$ cat config.mk
export PLATFORM = sky130hd
export DESIGN_NAME = hazard_ctrl_flat
export DESIGN_NICKNAME = d
export VERILOG_FILES = /design/src/rtl/hazard_ctrl_if.sv /design/src/rtl/hazard_ctrl.sv /design/src/flat_wrapper.sv
export SDC_FILE = /design/constraint.sdc
export NUM_CORES = 1
export LEC_CHECK = 0
export CORE_ASPECT_RATIO = 0.9
export CORE_UTILIZATION = 41
export DETAILED_ROUTE_END_ITERATION = 8
export DONT_BUFFER_PORTS = 1
export PLACE_DENSITY_LB_ADDON = 0.08
export SKIP_LAST_GASP = 1
export SYNTH_ARGS = -nofsm -noshare
export SYNTH_HDL_FRONTEND = slang
export SYNTH_SLANG_ARGS = --single-unit
$ cat constraint.sdc
create_clock -name clk -period 4.81 [get_ports clk]
set_input_delay 1.443 -clock clk [delete_from_list [all_inputs] [get_ports clk]]
set_output_delay 1.443 -clock clk [all_outputs]
set_load 0.05 [all_outputs]
$ cat src/rtl/hazard_ctrl_if.sv
// Pipeline <-> hazard controller bundle: register ids and hazard sources in,
// stall/flush/forward controls and status out.
interface hazard_ctrl_if #(
  parameter int CNT_W = 16
);
  logic [4:0]       Rs1D, Rs2D, Rs1E, Rs2E;
  logic [4:0]       RdE, RdM, RdW;
  logic             ResultSrcE0;
  logic             RegWriteM, RegWriteW;
  logic             PCSrcE;
  logic             MemReqM, MemReadyM;

  logic             StallF, StallD, StallE, StallM;
  logic             FlushD, FlushE, FlushW;
  logic [1:0]       ForwardAE, ForwardBE;
  logic             MemBusy, MemErr;
  logic [CNT_W-1:0] StallCount, FlushCount;

  // Pipeline datapath side.
  modport master (
    output Rs1D, Rs2D, Rs1E, Rs2E, RdE, RdM, RdW, ResultSrcE0,
           RegWriteM, RegWriteW, PCSrcE, MemReqM, MemReadyM,
    input  StallF, StallD, StallE, StallM, FlushD, FlushE, FlushW,
           ForwardAE, ForwardBE, MemBusy, MemErr, StallCount, FlushCount
  );

  // Hazard controller side.
  modport slave (
    input  Rs1D, Rs2D, Rs1E, Rs2E, RdE, RdM, RdW, ResultSrcE0,
           RegWriteM, RegWriteW, PCSrcE, MemReqM, MemReadyM,
    output StallF, StallD, StallE, StallM, FlushD, FlushE, FlushW,
           ForwardAE, ForwardBE, MemBusy, MemErr, StallCount, FlushCount
  );
endinterface

$ cat src/rtl/hazard_ctrl.sv
// Hazard controller for a 5-stage RISC-V pipeline: operand forwarding,
// load-use / branch / memory-wait sequencing, wait-timeout flag, event counters.
module hazard_ctrl #(
  parameter int CNT_W       = 16,
  parameter int TMO_W       = 8,
  parameter int MEM_TIMEOUT = 200
) (
  input  logic         clk,
  input  logic         reset,
  hazard_ctrl_if.slave bus
);

  typedef enum logic {RUN, MEM_WAIT} state_t;

  state_t             state, state_n;
  logic [TMO_W-1:0]   wait_cnt, wait_cnt_n;
  logic               mem_err, mem_err_n;
  logic [CNT_W-1:0]   stall_count, flush_count;

  logic               mem_wait, lw_stall;
  logic               stall_f, stall_d, stall_e, stall_m;
  logic               flush_d, flush_e, flush_w;

  // M stage result is newer than W, so it wins when both match.
  function automatic logic [1:0] fwd_sel(
    input logic [4:0] rs, input logic [4:0] rd_m, input logic wr_m,
    input logic [4:0] rd_w, input logic wr_w
  );
    if (wr_m && rd_m != 5'd0 && rd_m == rs)      return 2'b10;
    else if (wr_w && rd_w != 5'd0 && rd_w == rs) return 2'b01;
    else                                         return 2'b00;
  endfunction

  assign bus.ForwardAE = fwd_sel(bus.Rs1E, bus.RdM, bus.RegWriteM, bus.RdW, bus.RegWriteW);
  assign bus.ForwardBE = fwd_sel(bus.Rs2E, bus.RdM, bus.RegWriteM, bus.RdW, bus.RegWriteW);

  assign mem_wait = bus.MemReqM && !bus.MemReadyM;
  assign lw_stall = bus.ResultSrcE0 && bus.RdE != 5'd0 &&
                    (bus.RdE == bus.Rs1D || bus.RdE == bus.Rs2D);

  always_comb begin
    // NOTE: every output gets a default first so no path leaves it unassigned (no latch).
    stall_f = 1'b0;
    stall_d = 1'b0;
    stall_e = 1'b0;
    stall_m = 1'b0;
    flush_d = 1'b0;
    flush_e = 1'b0;
    flush_w = 1'b0;
    if (reset) begin
      if (mem_wait) begin
        // Freeze everything up to M; W gets a bubble while M is stuck.
        stall_f = 1'b1;
        stall_d = 1'b1;
        stall_e = 1'b1;
        stall_m = 1'b1;
        flush_w = 1'b1;
      end else if (bus.PCSrcE) begin
        flush_d = 1'b1;
        flush_e = 1'b1;
      end else if (lw_stall) begin
        stall_f = 1'b1;
        stall_d = 1'b1;
        flush_e = 1'b1;
      end
    end
  end

  assign bus.StallF = stall_f;
  assign bus.StallD = stall_d;
  assign bus.StallE = stall_e;
  assign bus.StallM = stall_m;
  assign bus.FlushD = flush_d;
  assign bus.FlushE = flush_e;
  assign bus.FlushW = flush_w;

  always_comb begin
    state_n    = state;
    wait_cnt_n = wait_cnt;
    mem_err_n  = mem_err;
    unique case (state)
      RUN: begin
        if (mem_wait) begin
          state_n    = MEM_WAIT;
          wait_cnt_n = TMO_W'(1);
        end
      end
      MEM_WAIT: begin
        if (wait_cnt == TMO_W'(MEM_TIMEOUT)) mem_err_n = 1'b1;
        // Completion or a withdrawn request both end the wait.
        if (bus.MemReadyM || !bus.MemReqM) begin
          state_n    = RUN;
          wait_cnt_n = '0;
        end else if (wait_cnt != '1) begin
          wait_cnt_n = wait_cnt + 1'b1;
        end
      end
      default: state_n = RUN;
    endcase
  end

  always_ff @(posedge clk or negedge reset) begin
    if (!reset) begin
      state       <= RUN;
      wait_cnt    <= '0;
      mem_err     <= 1'b0;
      stall_count <= '0;
      flush_count <= '0;
    end else begin
      // NOTE: non-blocking so all state updates see pre-edge values.
      state    <= state_n;
      wait_cnt <= wait_cnt_n;
      mem_err  <= mem_err_n;
      if (stall_f && stall_count != '1) stall_count <= stall_count + 1'b1;
      if (flush_d && flush_count != '1) flush_count <= flush_count + 1'b1;
    end
  end

  assign bus.MemBusy    = (state == MEM_WAIT);
  assign bus.MemErr     = mem_err;
  assign bus.StallCount = stall_count;
  assign bus.FlushCount = flush_count;

endmodule
$ cat src/flat_wrapper.sv
// flat-port wrapper written by rule: the top's interface ports become plain ports
module hazard_ctrl_flat 
#(
  parameter int CNT_W       = 16,
  parameter int TMO_W       = 8,
  parameter int MEM_TIMEOUT = 200
)
  (clk, reset, bus_Rs1D, bus_Rs2D, bus_Rs1E, bus_Rs2E, bus_RdE, bus_RdM, bus_RdW, bus_ResultSrcE0, bus_RegWriteM, bus_RegWriteW, bus_PCSrcE, bus_MemReqM, bus_MemReadyM, bus_StallF, bus_StallD, bus_StallE, bus_StallM, bus_FlushD, bus_FlushE, bus_FlushW, bus_ForwardAE, bus_ForwardBE, bus_MemBusy, bus_MemErr, bus_StallCount, bus_FlushCount);
  hazard_ctrl_if #(.CNT_W(CNT_W)) bus_i ();
  input  logic clk;
  input  logic reset;
  input wire logic [$bits(bus_i.Rs1D)-1:0] bus_Rs1D;
  input wire logic [$bits(bus_i.Rs2D)-1:0] bus_Rs2D;
  input wire logic [$bits(bus_i.Rs1E)-1:0] bus_Rs1E;
  input wire logic [$bits(bus_i.Rs2E)-1:0] bus_Rs2E;
  input wire logic [$bits(bus_i.RdE)-1:0] bus_RdE;
  input wire logic [$bits(bus_i.RdM)-1:0] bus_RdM;
  input wire logic [$bits(bus_i.RdW)-1:0] bus_RdW;
  input wire logic [$bits(bus_i.ResultSrcE0)-1:0] bus_ResultSrcE0;
  input wire logic [$bits(bus_i.RegWriteM)-1:0] bus_RegWriteM;
  input wire logic [$bits(bus_i.RegWriteW)-1:0] bus_RegWriteW;
  input wire logic [$bits(bus_i.PCSrcE)-1:0] bus_PCSrcE;
  input wire logic [$bits(bus_i.MemReqM)-1:0] bus_MemReqM;
  input wire logic [$bits(bus_i.MemReadyM)-1:0] bus_MemReadyM;
  output wire logic [$bits(bus_i.StallF)-1:0] bus_StallF;
  output wire logic [$bits(bus_i.StallD)-1:0] bus_StallD;
  output wire logic [$bits(bus_i.StallE)-1:0] bus_StallE;
  output wire logic [$bits(bus_i.StallM)-1:0] bus_StallM;
  output wire logic [$bits(bus_i.FlushD)-1:0] bus_FlushD;
  output wire logic [$bits(bus_i.FlushE)-1:0] bus_FlushE;
  output wire logic [$bits(bus_i.FlushW)-1:0] bus_FlushW;
  output wire logic [$bits(bus_i.ForwardAE)-1:0] bus_ForwardAE;
  output wire logic [$bits(bus_i.ForwardBE)-1:0] bus_ForwardBE;
  output wire logic [$bits(bus_i.MemBusy)-1:0] bus_MemBusy;
  output wire logic [$bits(bus_i.MemErr)-1:0] bus_MemErr;
  output wire logic [$bits(bus_i.StallCount)-1:0] bus_StallCount;
  output wire logic [$bits(bus_i.FlushCount)-1:0] bus_FlushCount;
  assign bus_i.Rs1D = bus_Rs1D;
  assign bus_i.Rs2D = bus_Rs2D;
  assign bus_i.Rs1E = bus_Rs1E;
  assign bus_i.Rs2E = bus_Rs2E;
  assign bus_i.RdE = bus_RdE;
  assign bus_i.RdM = bus_RdM;
  assign bus_i.RdW = bus_RdW;
  assign bus_i.ResultSrcE0 = bus_ResultSrcE0;
  assign bus_i.RegWriteM = bus_RegWriteM;
  assign bus_i.RegWriteW = bus_RegWriteW;
  assign bus_i.PCSrcE = bus_PCSrcE;
  assign bus_i.MemReqM = bus_MemReqM;
  assign bus_i.MemReadyM = bus_MemReadyM;
  assign bus_StallF = bus_i.StallF;
  assign bus_StallD = bus_i.StallD;
  assign bus_StallE = bus_i.StallE;
  assign bus_StallM = bus_i.StallM;
  assign bus_FlushD = bus_i.FlushD;
  assign bus_FlushE = bus_i.FlushE;
  assign bus_FlushW = bus_i.FlushW;
  assign bus_ForwardAE = bus_i.ForwardAE;
  assign bus_ForwardBE = bus_i.ForwardBE;
  assign bus_MemBusy = bus_i.MemBusy;
  assign bus_MemErr = bus_i.MemErr;
  assign bus_StallCount = bus_i.StallCount;
  assign bus_FlushCount = bus_i.FlushCount;
  hazard_ctrl #(.CNT_W(CNT_W), .TMO_W(TMO_W), .MEM_TIMEOUT(MEM_TIMEOUT)) u_core (.clk(clk), .reset(reset), .bus(bus_i));
endmodule
==> run metrics <==
fmax 0.239 GHz; CTS Hold Bufs 0; GR Layer Usage met2 0.250; clock insertion delay at the later pin of the skew report 290 ps; met1 Resource Use GR 0.210; Post-Syn Nets 295; synthesis warning total 0; TritonCTS clock tree yes; average via count per standard cell 5.44; maximum clock insertion buffer count 2; kind of launch point of the worst setup path input port; sequential-to-total area share from yosys stat 0.423; kind of end point of the critical path output pin; Via Count 1,783; Worst EP arrival 2740 ps; final worst-path setup slack 628 ps; count of placed standard cells in the final layout, fillers left out 328; cell count after placement 320; sequential share of power 0.605; CTS HTree Levels 2; failing checks DRC; VDD IR max 0.370 mV; Seq cells post-synth 42; source of the worst register-to-register timing path u_core.bus.StallCount[0]; area of the multi-input gates 1400 µm²; total routing usage reported by global routing 0.156; share of power burned in the clock network 0.271; count of endpoints failing hold in the final timing report 0; primary flip-flop cell chosen by synthesis mapping sky130_fd_sc_hd__dfrtp_1; floorplan die width 84.1 µm; cell type with the highest aggregate area in the netlist sky130_fd_sc_hd__dfrtp_1; Int Power 0.613 mW; total negative slack for setup checks 0 ps; 1st-iter DRT viols 57; synthesized cell area 2490 µm²; critical path class input port to output pin; data required time of the worst path 3370 ps; final weighted congestion in routability-driven placement 0.752; Mapped Cells 248; first-pass GRT wire length 7.89 mm; max-slew violation total from the final report 0; antenna cells 0; hold path startpoint u_core.wait_cnt[6]; starting utilization of the core area 0.432; Synth-to-Final Area Change 9.81%; detailed-route wire length per cell 15.1 µm; number of cell rows 26; Layout fillers 539; Fin Clk Skew 10.2 ps; pre-CTS setup slack 632 ps; leakage dissipation 1.19 nW; Routed Wire Length 4.96 mm; crit path time final 4180 ps; TritonRoute pass-1 iters 8; share of the clock period used by the worst path 0.869; per-instance average area after synthesis 10.0 µm²; busiest metal layer after global routing met2; path class of the lowest-slack min-delay path flop to flop; outcome finished with violations; worst hold path stage count 1; Post-synth ARST share 1.00; maximum number of pins on one net before global-route repair 47; Worst-path clk slew 80 ps; cell chosen for the clock root sky130_fd_sc_hd__clkbuf_8; Sw Pwr 0.402 mW; count of flip-flops with a built-in enable after synthesis 0; Total Die Area 6380 µm²; Core Util, Final 0.474; die height 75.9 µm; HPWL after detailed placement 3.74 mm; proportion of layout cells with a drive suffix above 1 0.132; sequential standard cell area 1050 µm²; Final Setup Violations 0; I/O Buffers 0; core region area 5760 µm²; number of gates resized after CTS 0; power density of the placed cells 371 nW/µm²; number of distinct standard cells referenced by the synthesized netlist 37; Setup Fix Bufs, Post-CTS 0; unrepaired setup endpoints after global routing no; Worst setup startpoint bus_RdE[0]; global route overflow 0; number of global-route vias before repair 1,730; cell types with the largest area share after synthesis sky130_fd_sc_hd__dfrtp_1, sky130_fd_sc_hd__xor2_1, sky130_fd_sc_hd__xnor2_1; number of remaining DRC errors 10; grt met3 use 0.0455; reported max-cap violation count 0; Num CTS Buffers 5; Max-Slew Margin vs Limit 0.504; most repeated cell in the gate-level netlist after synthesis sky130_fd_sc_hd__dfrtp_1; Register-to-Register Path Depth 6; I/O pins 88; transition time at the pin with the least slew margin 736 ps; power share of the combinational group 0.124; antenna violations before repair 0; area fraction of the dominant cell type after synthesis 0.423; top cell types by occurrence after synthesis sky130_fd_sc_hd__dfrtp_1, sky130_fd_sc_hd__xor2_1, sky130_fd_sc_hd__xnor2_1; count of clock tree sinks 42; largest fanout of any net on the critical path 3; Net Sw Frac 0.396; Antenna Nets Post-Route 0; nets@finish 304
[per-stage QoR]
stage          cell area, µm²  power (mW)  hold WS, ps
2_1_floorplan            2520       0.715          463
3_5_place_dp             2620       0.751          497
3_3_place_gp             2620       0.750          493
4_1_cts                  2730        1.03          508
5_1_grt                  2730        1.07          530
6_report                 2730        1.01          515
[cell families (layout without fill, tap and decap cells)]
kind of cell,after synthesis,after routing,share of synthesized area
and+or+nand+nor,100,100,0.231
xor gates and xnor gates,61,61,0.215
DFF,42,42,0.423
AOI/OAI and AO/OA,25,25,0.0684
buffers and inverters,13,23,0.0302
adders and majority gates,4,4,0.0201
muxes,3,3,0.0131
[sequential cells by signal, indices dropped and copies added, names as in the netlist]
register / flops
u_core.bus.FlushCount: 16
u_core.bus.MemBusy: 1
u_core.bus.MemErr: 1
u_core.bus.StallCount: 16
u_core.wait_cnt: 8
[power by group through the flow]
stage / registers (mW) / logic, mW / clock network [mW]
final: 0.614 / 0.126 / 0.275
after global placement: 0.623 / 0.127 / 0
after detailed placement: 0.623 / 0.129 / 0
after floorplan: 0.603 / 0.112 / 0
after CTS: 0.616 / 0.129 / 0.287
after global routing: 0.625 / 0.145 / 0.299
[worst paths after layout]
| path | end | slack (ps) |
|---|---|---|
| hold / removal | u_core.wait_cnt[6] | 520 |
| min in group asynchronous | u_core.bus.MemErr | 840 |
| setup / recovery | bus_FlushE | 630 |
| hold reg to reg | u_core.wait_cnt[6] | 520 |
| max in group asynchronous | u_core.bus.FlushCount[1] | 3880 |
| setup reg to reg | u_core.bus.StallCount[1] | 2120 |
[routing by layer]
layer	vias up	part of all wire
li1	882	-
met1	853	0.46
met2	46	0.47
met3	2	0.061
met4	0	0.0056
met5	-	0
[cell usage in the layout (no fill, tap or decap), drive strengths merged, types with 2 or more instances in the layout]
cell / instances
o21ai: 15
and3: 12
and4: 3
ha: 4
o211a: 2
nand3: 16
xnor2: 30
o22ai: 2
inv: 8
xor2: 31
nor2b: 2
dfrtp: 42
nand2: 14
and2: 4
nor4: 4
clkbuf: 6
nand4: 13
mux2: 2
nand2b: 5
buf: 7
nor3: 3
o31ai: 2
nor2: 17
or4: 5
[layout make-up]
class | count | share of cell area
tap | 70 | 0.0321
timing repair buffer | 7 | 0.0192
clock inverter | 2 | 0.0137
multi-input combinational | 193 | 0.513
clock buffer | 6 | 0.0266
sequential | 42 | 0.385
inverter | 8 | 0.0110
[critical path: stages]
cell	delay, ps
sky130_fd_sc_hd__or4_1	520
sky130_fd_sc_hd__o21ai_0	170
sky130_fd_sc_hd__buf_4	160
sky130_fd_sc_hd__nor2_1	40
sky130_fd_sc_hd__o211a_1	400
Power figures use the tool's default switching activity.
